<file path="src/rtl/riscv_regfile.sv">
// -----------------------------------------------------------------------------
// riscv_pkg / riscv_regfile
//
// Integer register file and lock scoreboard for the RV32 core. The execute
// unit announces in-flight results through per-port lock requests and later
// retires them through per-port write-back ports. Each register carries a
// saturating count of outstanding writers, so several in-flight results may
// target the same register.
//
// Ports:
//   clock               core clock, all state updates on the rising edge
//   reset               asynchronous active-low reset
//   register_lock_en    per-port lock request valid
//   register_lock       per-port lock index (bit 5 set = invalid index)
//   register_write_en   per-port write-back valid
//   register_write      per-port write-back index (bit 5 set = invalid index)
//   register_write_data per-port write-back data
//   register            32 x 32 architectural register values (x0 reads 0)
//   register_locked     bit i high while register i has outstanding writers
//   err_index           pulse: a valid port carried an index with bit 5 set
//   err_write_conflict  pulse: two or more write ports hit one register
//   err_lock_overflow   pulse: a writer counter saturated at its maximum
//   err_lock_underflow  pulse: a writer counter would have gone negative
// -----------------------------------------------------------------------------
package riscv_pkg;
  localparam int REGISTER_PORTS = 2;
endpackage

module riscv_regfile #(
  parameter int          REGISTER_PORTS = riscv_pkg::REGISTER_PORTS,
  parameter int          LOCK_CNT_W     = 2,
  parameter logic [31:0] RESET_VALUE    = 32'h0
) (
  input  logic                                 clock,
  input  logic                                 reset,
  input  logic [REGISTER_PORTS-1:0]            register_lock_en,
  input  logic [REGISTER_PORTS-1:0][5:0]       register_lock,
  input  logic [REGISTER_PORTS-1:0]            register_write_en,
  input  logic [REGISTER_PORTS-1:0][5:0]       register_write,
  input  logic [REGISTER_PORTS-1:0][31:0]      register_write_data,
  output logic [31:0][31:0]                    register,
  output logic [31:0]                          register_locked,
  output logic                                 err_index,
  output logic                                 err_write_conflict,
  output logic                                 err_lock_overflow,
  output logic                                 err_lock_underflow
);

  // Counter arithmetic width: room for cnt + L - W plus a sign bit.
  localparam int CW = LOCK_CNT_W + $clog2(REGISTER_PORTS) + 2;
  localparam logic [LOCK_CNT_W-1:0] CNT_MAX = '1;

  // x0 has no storage: it is hard-wired to zero and never locked.
  logic [31:1][31:0]           reg_q, reg_d;
  logic [31:1][LOCK_CNT_W-1:0] cnt_q, cnt_d;
  logic [31:1]                 locked_q;

  logic          err_index_d, err_conflict_d, err_ovf_d, err_unf_d;
  logic [CW-1:0] l_cnt, w_cnt, nxt;

  assign register        = {reg_q, 32'h0};
  assign register_locked = {locked_q, 1'b0};

  // NOTE: every variable written here gets a default first, so no path can
  // leave it unassigned and infer a latch.
  always_comb begin
    err_index_d    = 1'b0;
    err_conflict_d = 1'b0;
    err_ovf_d      = 1'b0;
    err_unf_d      = 1'b0;
    reg_d          = reg_q;
    cnt_d          = cnt_q;
    l_cnt          = '0;
    w_cnt          = '0;
    nxt            = '0;

    for (int p = 0; p < REGISTER_PORTS; p++) begin
      if ((register_lock_en[p]  && register_lock[p][5]) ||
          (register_write_en[p] && register_write[p][5]))
        err_index_d = 1'b1;
    end

    for (int i = 1; i < 32; i++) begin
      l_cnt = '0;
      w_cnt = '0;
      // Ascending port order lets the highest-numbered writer win the data.
      for (int p = 0; p < REGISTER_PORTS; p++) begin
        if (register_lock_en[p] && !register_lock[p][5] &&
            register_lock[p][4:0] == 5'(i))
          l_cnt = l_cnt + CW'(1);
        if (register_write_en[p] && !register_write[p][5] &&
            register_write[p][4:0] == 5'(i)) begin
          w_cnt    = w_cnt + CW'(1);
          reg_d[i] = register_write_data[p];
        end
      end

      if (w_cnt > CW'(1))
        err_conflict_d = 1'b1;

      // Two's-complement difference; the top bit is the sign.
      nxt = CW'(cnt_q[i]) + l_cnt - w_cnt;
      if (nxt[CW-1]) begin
        cnt_d[i]  = '0;
        err_unf_d = 1'b1;
      end else if (nxt > CW'(CNT_MAX)) begin
        cnt_d[i]  = CNT_MAX;
        err_ovf_d = 1'b1;
      end else begin
        cnt_d[i]  = nxt[LOCK_CNT_W-1:0];
      end
    end
  end

  // NOTE: state is updated with non-blocking assignments so every flop samples
  // the pre-edge values regardless of statement order.
  always_ff @(posedge clock or negedge reset) begin
    if (!reset) begin
      // NOTE: the register array is built from flops, not a RAM, so it can and
      // must take a defined reset value.
      reg_q              <= {31{RESET_VALUE}};
      cnt_q              <= '0;
      locked_q           <= '0;
      err_index          <= 1'b0;
      err_write_conflict <= 1'b0;
      err_lock_overflow  <= 1'b0;
      err_lock_underflow <= 1'b0;
    end else begin
      reg_q              <= reg_d;
      cnt_q              <= cnt_d;
      for (int i = 1; i < 32; i++)
        locked_q[i]      <= (cnt_d[i] != '0);
      err_index          <= err_index_d;
      err_write_conflict <= err_conflict_d;
      err_lock_overflow  <= err_ovf_d;
      err_lock_underflow <= err_unf_d;
    end
  end

endmodule

</file>
<file path="config.mk">
export PLATFORM = sky130hd
export DESIGN_NAME = riscv_regfile
export DESIGN_NICKNAME = d
export VERILOG_FILES = /design/src/rtl/riscv_regfile.sv
export SDC_FILE = /design/constraint.sdc
export NUM_CORES = 2
export LEC_CHECK = 0
export ABC_AREA = 0
export BUFFER_PORTS_ARGS = -buffer_cell sky130_fd_sc_hd__buf_2
export CORE_AREA = 2 2 454 456
export DETAILED_ROUTE_END_ITERATION = 6
export DIE_AREA = 0 0 456 458
export PLACE_DENSITY_LB_ADDON = 0.08
export SLEW_MARGIN = 30
export SYNTH_ARGS = -nofsm -noshare
export SYNTH_HDL_FRONTEND = slang
export SYNTH_SLANG_ARGS = --single-unit
</file>
<file path="constraint.sdc">
create_clock -name clock -period 4.2 [get_ports clock]
set_input_delay 0.63 -clock clock [delete_from_list [all_inputs] [get_ports clock]]
set_output_delay 0.63 -clock clock [all_outputs]
set_load 0.02 [all_outputs]
</file>
After elaboration in Yosys (flattened, before gate mapping)
Index checks and enable logic that the tools add are counted.

storage, ports and cells
  bits in latches = 0
  logic and storage cells = 951
  output and inout port bits = 1060
  ROM bits = 0
  RAM bits = 0
  memories kept = 0
  bits in registers = 1089

cells by class
  multiply operators = 0
  eq/ne operators = 124
  bitwise gates (word level) = 0
  shift operators = 0
  $add $sub $neg = 124
  div/mod/pow operators = 0
  reductions and logical operators = 200
  muxes and demuxes = 374
  $lt $le $gt $ge = 62

operators with widths
  kind                                                                   count
  32-bit 2-to-1 mux                                                      62
  5-bit == test (second input constant)                                  64
  5-bit by 1-bit adder with 5-bit output (second input constant)         62
  5-bit 2-to-1 mux                                                       62
  1-bit 2-to-1 mux                                                       188
  5-bit by 4-bit == test with 1-bit output (second input constant)       32
  2-bit by 5-bit adder with 5-bit output                                 31
  5-bit by 1-bit > comparator with 1-bit output (second input constant)  31
  5-bit by 2-bit > comparator with 1-bit output (second input constant)  31
  5-bit subtractor                                                       31
  1-bit logical AND                                                      132
  2-bit 2-to-1 mux                                                       62
  2-bit nonzero test                                                     62
  5-bit by 3-bit == test with 1-bit output (second input constant)       16
  5-bit by 2-bit == test with 1-bit output (second input constant)       8
  5-bit by 1-bit == test with 1-bit output (second input constant)       4
  1-bit logical NOT                                                      4
  1-bit logical OR                                                       2

Depth between registers and ports, before layout
  depth after elaboration = 71
  gate-level depth with buffers = 19
  mapped depth without buffers = 16

Worst setup path before layout
Ideal clock, no wire load.

  path kind = input to register
  start = input register_write[8] (netlist bit)
  end = register err_lock_overflow
  stages on the path = 19
  arrival time = 3.815 ns
  library setup time = 0.140 ns
  slack = 0.245 ns
  cell sequence = buf_2 nand2b_1 buf_2 or4_1 buf_2 buf_6 inv_1 ha_1 ha_1 inv_1 ha_1 fa_1 inv_1 ha_1 inv_1 a31oi_1 o22ai_1 nor4_1 nand4_1

between the ends
  word-level cells in the longest chain between the ends = 67
  elaborated cells between the ends (all ways) = 217

ends and longest elaborated chain
  element                                        line  text
  start: declaration                             39    input logic [REGISTER_PORTS-1:0][5:0] register_write,
  5-bit by 1-bit == test with 1-bit output       92    register_write[p][4:0] == 5'(i)) begin
  1-bit logical AND                              91    if (register_write_en[p] && !register_write[p][5] &&
  5-bit 2-to-1 mux                               91
  5-bit subtractor                               102   nxt = CW'(cnt_q[i]) + l_cnt - w_cnt;
  5-bit by 2-bit > comparator with 1-bit output  106   end else if (nxt > CW'(CNT_MAX)) begin
  1-bit 2-to-1 mux                               106
  1-bit 2-to-1 mux                               103   if (nxt[CW-1]) begin
  1-bit 2-to-1 mux                               106
  [52 not listed]                                -
  1-bit 2-to-1 mux                               103
  1-bit 2-to-1 mux                               106
  1-bit 2-to-1 mux                               103
  1-bit 2-to-1 mux                               106
  1-bit 2-to-1 mux                               103
  1-bit 2-to-1 mux                               106
  1-bit 2-to-1 mux (*)                           103
  named net err_ovf_d                            58    logic err_index_d, err_conflict_d, err_ovf_d, err_unf_d;
  end signal: assignment                         135   err_lock_overflow <= err_ovf_d;
  end: declaration                               45    output logic err_lock_overflow,

The timed path passes the listed nets; every way through them passes the cells marked *.
A chain may end at the register's enable or synchronous reset.

Worst setup path in the final report
  start = input register_lock_en[1]
  end = register err_lock_overflow

between the ends
  word-level cells in the longest chain between the ends = 68
  elaborated cells between the ends (all ways) = 218

ends and longest elaborated chain
  element                                        line  text
  start: declaration                             36    input logic [REGISTER_PORTS-1:0] register_lock_en,
  1-bit logical AND (*)                          88    if (register_lock_en[p] && !register_lock[p][5] &&
  1-bit logical AND                              88
  5-bit 2-to-1 mux                               88
  2-bit by 5-bit adder with 5-bit output         102
  5-bit subtractor                               102
  5-bit by 2-bit > comparator with 1-bit output  106
  1-bit 2-to-1 mux                               106
  1-bit 2-to-1 mux                               103
  [53 not listed]                                -
  1-bit 2-to-1 mux                               103
  1-bit 2-to-1 mux                               106
  1-bit 2-to-1 mux                               103
  1-bit 2-to-1 mux                               106
  1-bit 2-to-1 mux                               103
  1-bit 2-to-1 mux                               106
  1-bit 2-to-1 mux (*)                           103
  named net err_ovf_d                            58

Marks and branches as above.

==> impl_results.md <==
- Number of buffers inserted by port buffering: between 1000 and 1500
- Final non-filler cell area: 70000 sq um
- CTS buffer count: 142
- Die Y: 458 um
- R2R setup slack: 1.36 ns
- Estimated wirelength of the detail-placed design: 195 mm
- Wire length of the first global-routing pass: 392 mm
- Required time of the critical path: 4.88 ns
- Post-synthesis sequential element count: around 1100
- Die extent in x: 456 um
- Last weighted congestion value of the routability-driven placer: 0.883
- Buffer count from post-CTS setup fixing: 0
- Critical path type: in2reg
- Top achievable clock speed: 261 MHz
- Yosys synthesis warning count: 0
- Netlist area before placement: 56100 sq um
- Reg-to-reg endpoint: err_lock_overflow
- Maximum fanout along the worst path: 4
- Wire length per cell: 29.8 um
- Max Clock Skew: approximately 0.018 ns
- TritonCTS sink count: 1089
- DRC Markers: 0
- Fraction of registers with async set/reset: 100%
- Yosys cell types: 45
- Final Hold Viols: 0
- Initial detailed-routing violation count: 3461
- Endpoint arrival time on the critical path: ~4.5 ns
- Total power consumption of the routed design: 39300 uW
- Finish-stage setup viols: 0
- Reg2Reg Launch Point: cnt_q[55]
- Most used flip-flop cell after synthesis: sky130_fd_sc_hd__dfrtp_1
- Root buffer cell: sky130_fd_sc_hd__clkbuf_16
- Worst setup slack after layout: about 0.37 ns
- Via count of the first global-routing pass: 45900
- Number of detailed-routing iterations run before antenna repair: 5
- Lkg Pwr: 0.0371 uW
- Layout Nets: 7065
- Worst hold endpoint: register[457]
- Syn Area/Cell: ~10 sq um
- Number of nets with antenna violations after routing: 0
- Overall Global Routing Usage: 26.5%
- Fraction of layout instances using a drive strength above 1: 24.3%
- Buffers from clock root to sink, at most: 3
- Element type at the critical path end: flop
- Number of filler cells placed in the layout: 21300
- Hold Path Depth: 3
- Category of the worst setup path launch point: input port
- Core region area: just over 200000 sq um
- Combined area of the multi-input logic cells: 25200 sq um
- Starting utilization of the core area: between 20% and 30%
- Placement Setup Slack: 0.0287 ns
- Actual transition at the worst max-transition pin: 1.04 ns
- Final total negative setup slack: 0 ns
- Clock transition time at the flip-flop clock pins of the worst setup and hold paths: 0.06 ns
- Final number of max-transition violations: 0
- Post-route fraction of the period consumed by the critical path: between 90% and 100%
- Highest ir drop seen on vdd: roughly 0.43 mV
- Std-Cell Rows: 166
- Setup repair after global routing missed its margin: false
- Outcome: finished, final reports clean
- Total placed instance area: 65300 sq um
- Layout area overhead: 24.8%
- Worst Reg-to-Reg Cells: 12
- Worst hold path type: in2reg
- Worst slew margin relative to its limit: 30.7%
- Number of gates given a new drive strength after cts: 0
- CTS H-tree depth: 4
- Clock tree from TritonCTS: done
- Total die area: 209000 sq um
- Min-delay src: register_write_data[9]
- Count of pins on the block boundary: between 1000 and 1500
- Vias: about 47000
- Max cap viols: 0
- Total of hold buffers inserted after clock tree synthesis: 4
- Post-synth EDFFs: 0
- Clock period minus final worst setup slack: 3.83 ns
- Area taken by flip-flops and latches: 27300 sq um
- Avg Vias per Cell: 4.91
- Grt total ovfl: 0
- Antenna violations before repair: 22
- Maximum number of pins on one net before global-route repair: 118
- Detailed-route wire length: 283 mm
- Gate count of the mapped netlist: about 5700
- Cell area power density: 561 nW/um^2
- Clock Latency Late Sink: 0.81 ns
- Portion of the post-synthesis area used by sequential elements: 48.6%
[state kept, by name, summed over array words and instances, names as in the netlist]
name and cells:
err_lock_overflow 1, register 992, err_index 1, err_write_conflict 1, locked_q 31, err_lock_underflow 1
cnt_q 62
[per-layer routing]
| metal | global-route usage, % | part of all wire, % | vias up |
|---|---|---|---|
| li1 | - | - | 21000 |
| met4 | 10.8 | 4.6 | 12 |
| met1 | 32.7 | 41 | 23900 |
| met3 | 4.50 | 4.6 | 396 |
| met2 | 45.6 | 49 | 1389 |
| met5 | 0 | 0.024 | - |
[worst max path at each step]
stage,cells past startpoint,to,startpoint,slack [ns]
after global routing,18,err_lock_overflow,register_lock_en[1],0.25
after detailed placement,19,err_lock_overflow,register_write_en[1],0.03
final,18,err_lock_overflow,register_lock_en[1],0.37
after global placement,19,err_lock_overflow,register_write[4],0.06
after floorplan,19,err_lock_overflow,register_write[8],0.25
after CTS,18,err_lock_overflow,register_lock_en[1],0.55
[layout by cell type, fill, tap and decap left out, types with 43 or more instances in the layout]
master and count:
sky130_fd_sc_hd__buf_2 1091, sky130_fd_sc_hd__buf_4 241, sky130_fd_sc_hd__clkbuf_16 147, sky130_fd_sc_hd__dfrtp_1 1089
sky130_fd_sc_hd__fa_1 62, sky130_fd_sc_hd__ha_1 185, sky130_fd_sc_hd__inv_1 368, sky130_fd_sc_hd__mux2i_1 992
sky130_fd_sc_hd__nand2_1 1075, sky130_fd_sc_hd__nand2b_1 61, sky130_fd_sc_hd__nor2_1 66, sky130_fd_sc_hd__o21ai_0 973
sky130_fd_sc_hd__o21ai_1 43
[Yosys cell counts, types with 43 or more instances]
| cell | number | area share [%] |
|---|---|---|
| sky130_fd_sc_hd__mux2i_1 | 992 | 18 |
| sky130_fd_sc_hd__nand2b_1 | 62 | 0.69 |
| sky130_fd_sc_hd__ha_1 | 216 | 4.8 |
| sky130_fd_sc_hd__buf_2 | 50 | 0.45 |
| sky130_fd_sc_hd__buf_4 | 91 | 1.2 |
| sky130_fd_sc_hd__fa_1 | 62 | 2.2 |
| sky130_fd_sc_hd__o21ai_0 | 973 | 8.7 |
| sky130_fd_sc_hd__clkbuf_1 | 325 | 2.2 |
| sky130_fd_sc_hd__inv_1 | 368 | 2.5 |
| sky130_fd_sc_hd__nand2_1 | 1079 | 7.2 |
| sky130_fd_sc_hd__dfrtp_1 | 1089 | 49 |
| sky130_fd_sc_hd__o21ai_1 | 43 | 0.38 |
| sky130_fd_sc_hd__buf_1 | 95 | 0.64 |
| sky130_fd_sc_hd__nor2_1 | 66 | 0.44 |
[logic make-up (layout without fill, tap and decap cells)]
kind of cell    after synthesis  count (layout)  share of synthesized area [%]
compound gates             1106            1106                           10.0
fa+ha+maj                   278             278                           7.03
buf+inv                     935            1996                           7.05
flops                      1089            1089                           48.6
mux                         992             992                           17.7
other cells                   1              40                        0.00669
simple gates               1309            1309                           9.60
[power breakdown]
part | internal (uW) | switching, uW | total (uW)
Combinational | 3920 | 8660 | 12600
Clock | 7220 | 5210 | 12400
Sequential | 12900 | 1320 | 14300
Total | 24100 | 15200 | 39300
[layout make-up]
cell class	count	share of cell area (%)
sequential	1089	38.9
multi-input combinational	3718	36.1
timing repair buffer	1374	11.6
clock buffer	213	6.04
tap	2688	4.81
inverter	368	1.97
clock inverter	41	0.610
antenna	7	0.0250
[worst max-delay path, cell delays in order]
cell and delay, ns:
sky130_fd_sc_hd__dlygate4sd3_1 0.51, sky130_fd_sc_hd__buf_2 0.11, sky130_fd_sc_hd__and3b_1 0.30, sky130_fd_sc_hd__nand2_1 0.17
sky130_fd_sc_hd__nor2_1 0.25, sky130_fd_sc_hd__ha_1 0.20, sky130_fd_sc_hd__inv_1 0.05, sky130_fd_sc_hd__fa_1 0.47
sky130_fd_sc_hd__inv_1 0.07, sky130_fd_sc_hd__fa_1 0.41, sky130_fd_sc_hd__inv_1 0.06, sky130_fd_sc_hd__ha_1 0.12
sky130_fd_sc_hd__inv_1 0.03, sky130_fd_sc_hd__a31oi_1 0.37, sky130_fd_sc_hd__o22ai_1 0.20, sky130_fd_sc_hd__nor4_1 0.30
sky130_fd_sc_hd__buf_4 0.19, sky130_fd_sc_hd__nand4_1 0.08
[through the flow]
step,cells,hold WS [ns],util [%]
after floorplan,5742,0.334,-
after global placement,9228,0.461,31.9
after detailed placement,9232,0.465,32.0
after CTS,9490,0.160,34.3
after global routing,9492,0.228,34.3
final,9498,0.243,34.4
Power figures use the tool's default switching activity.
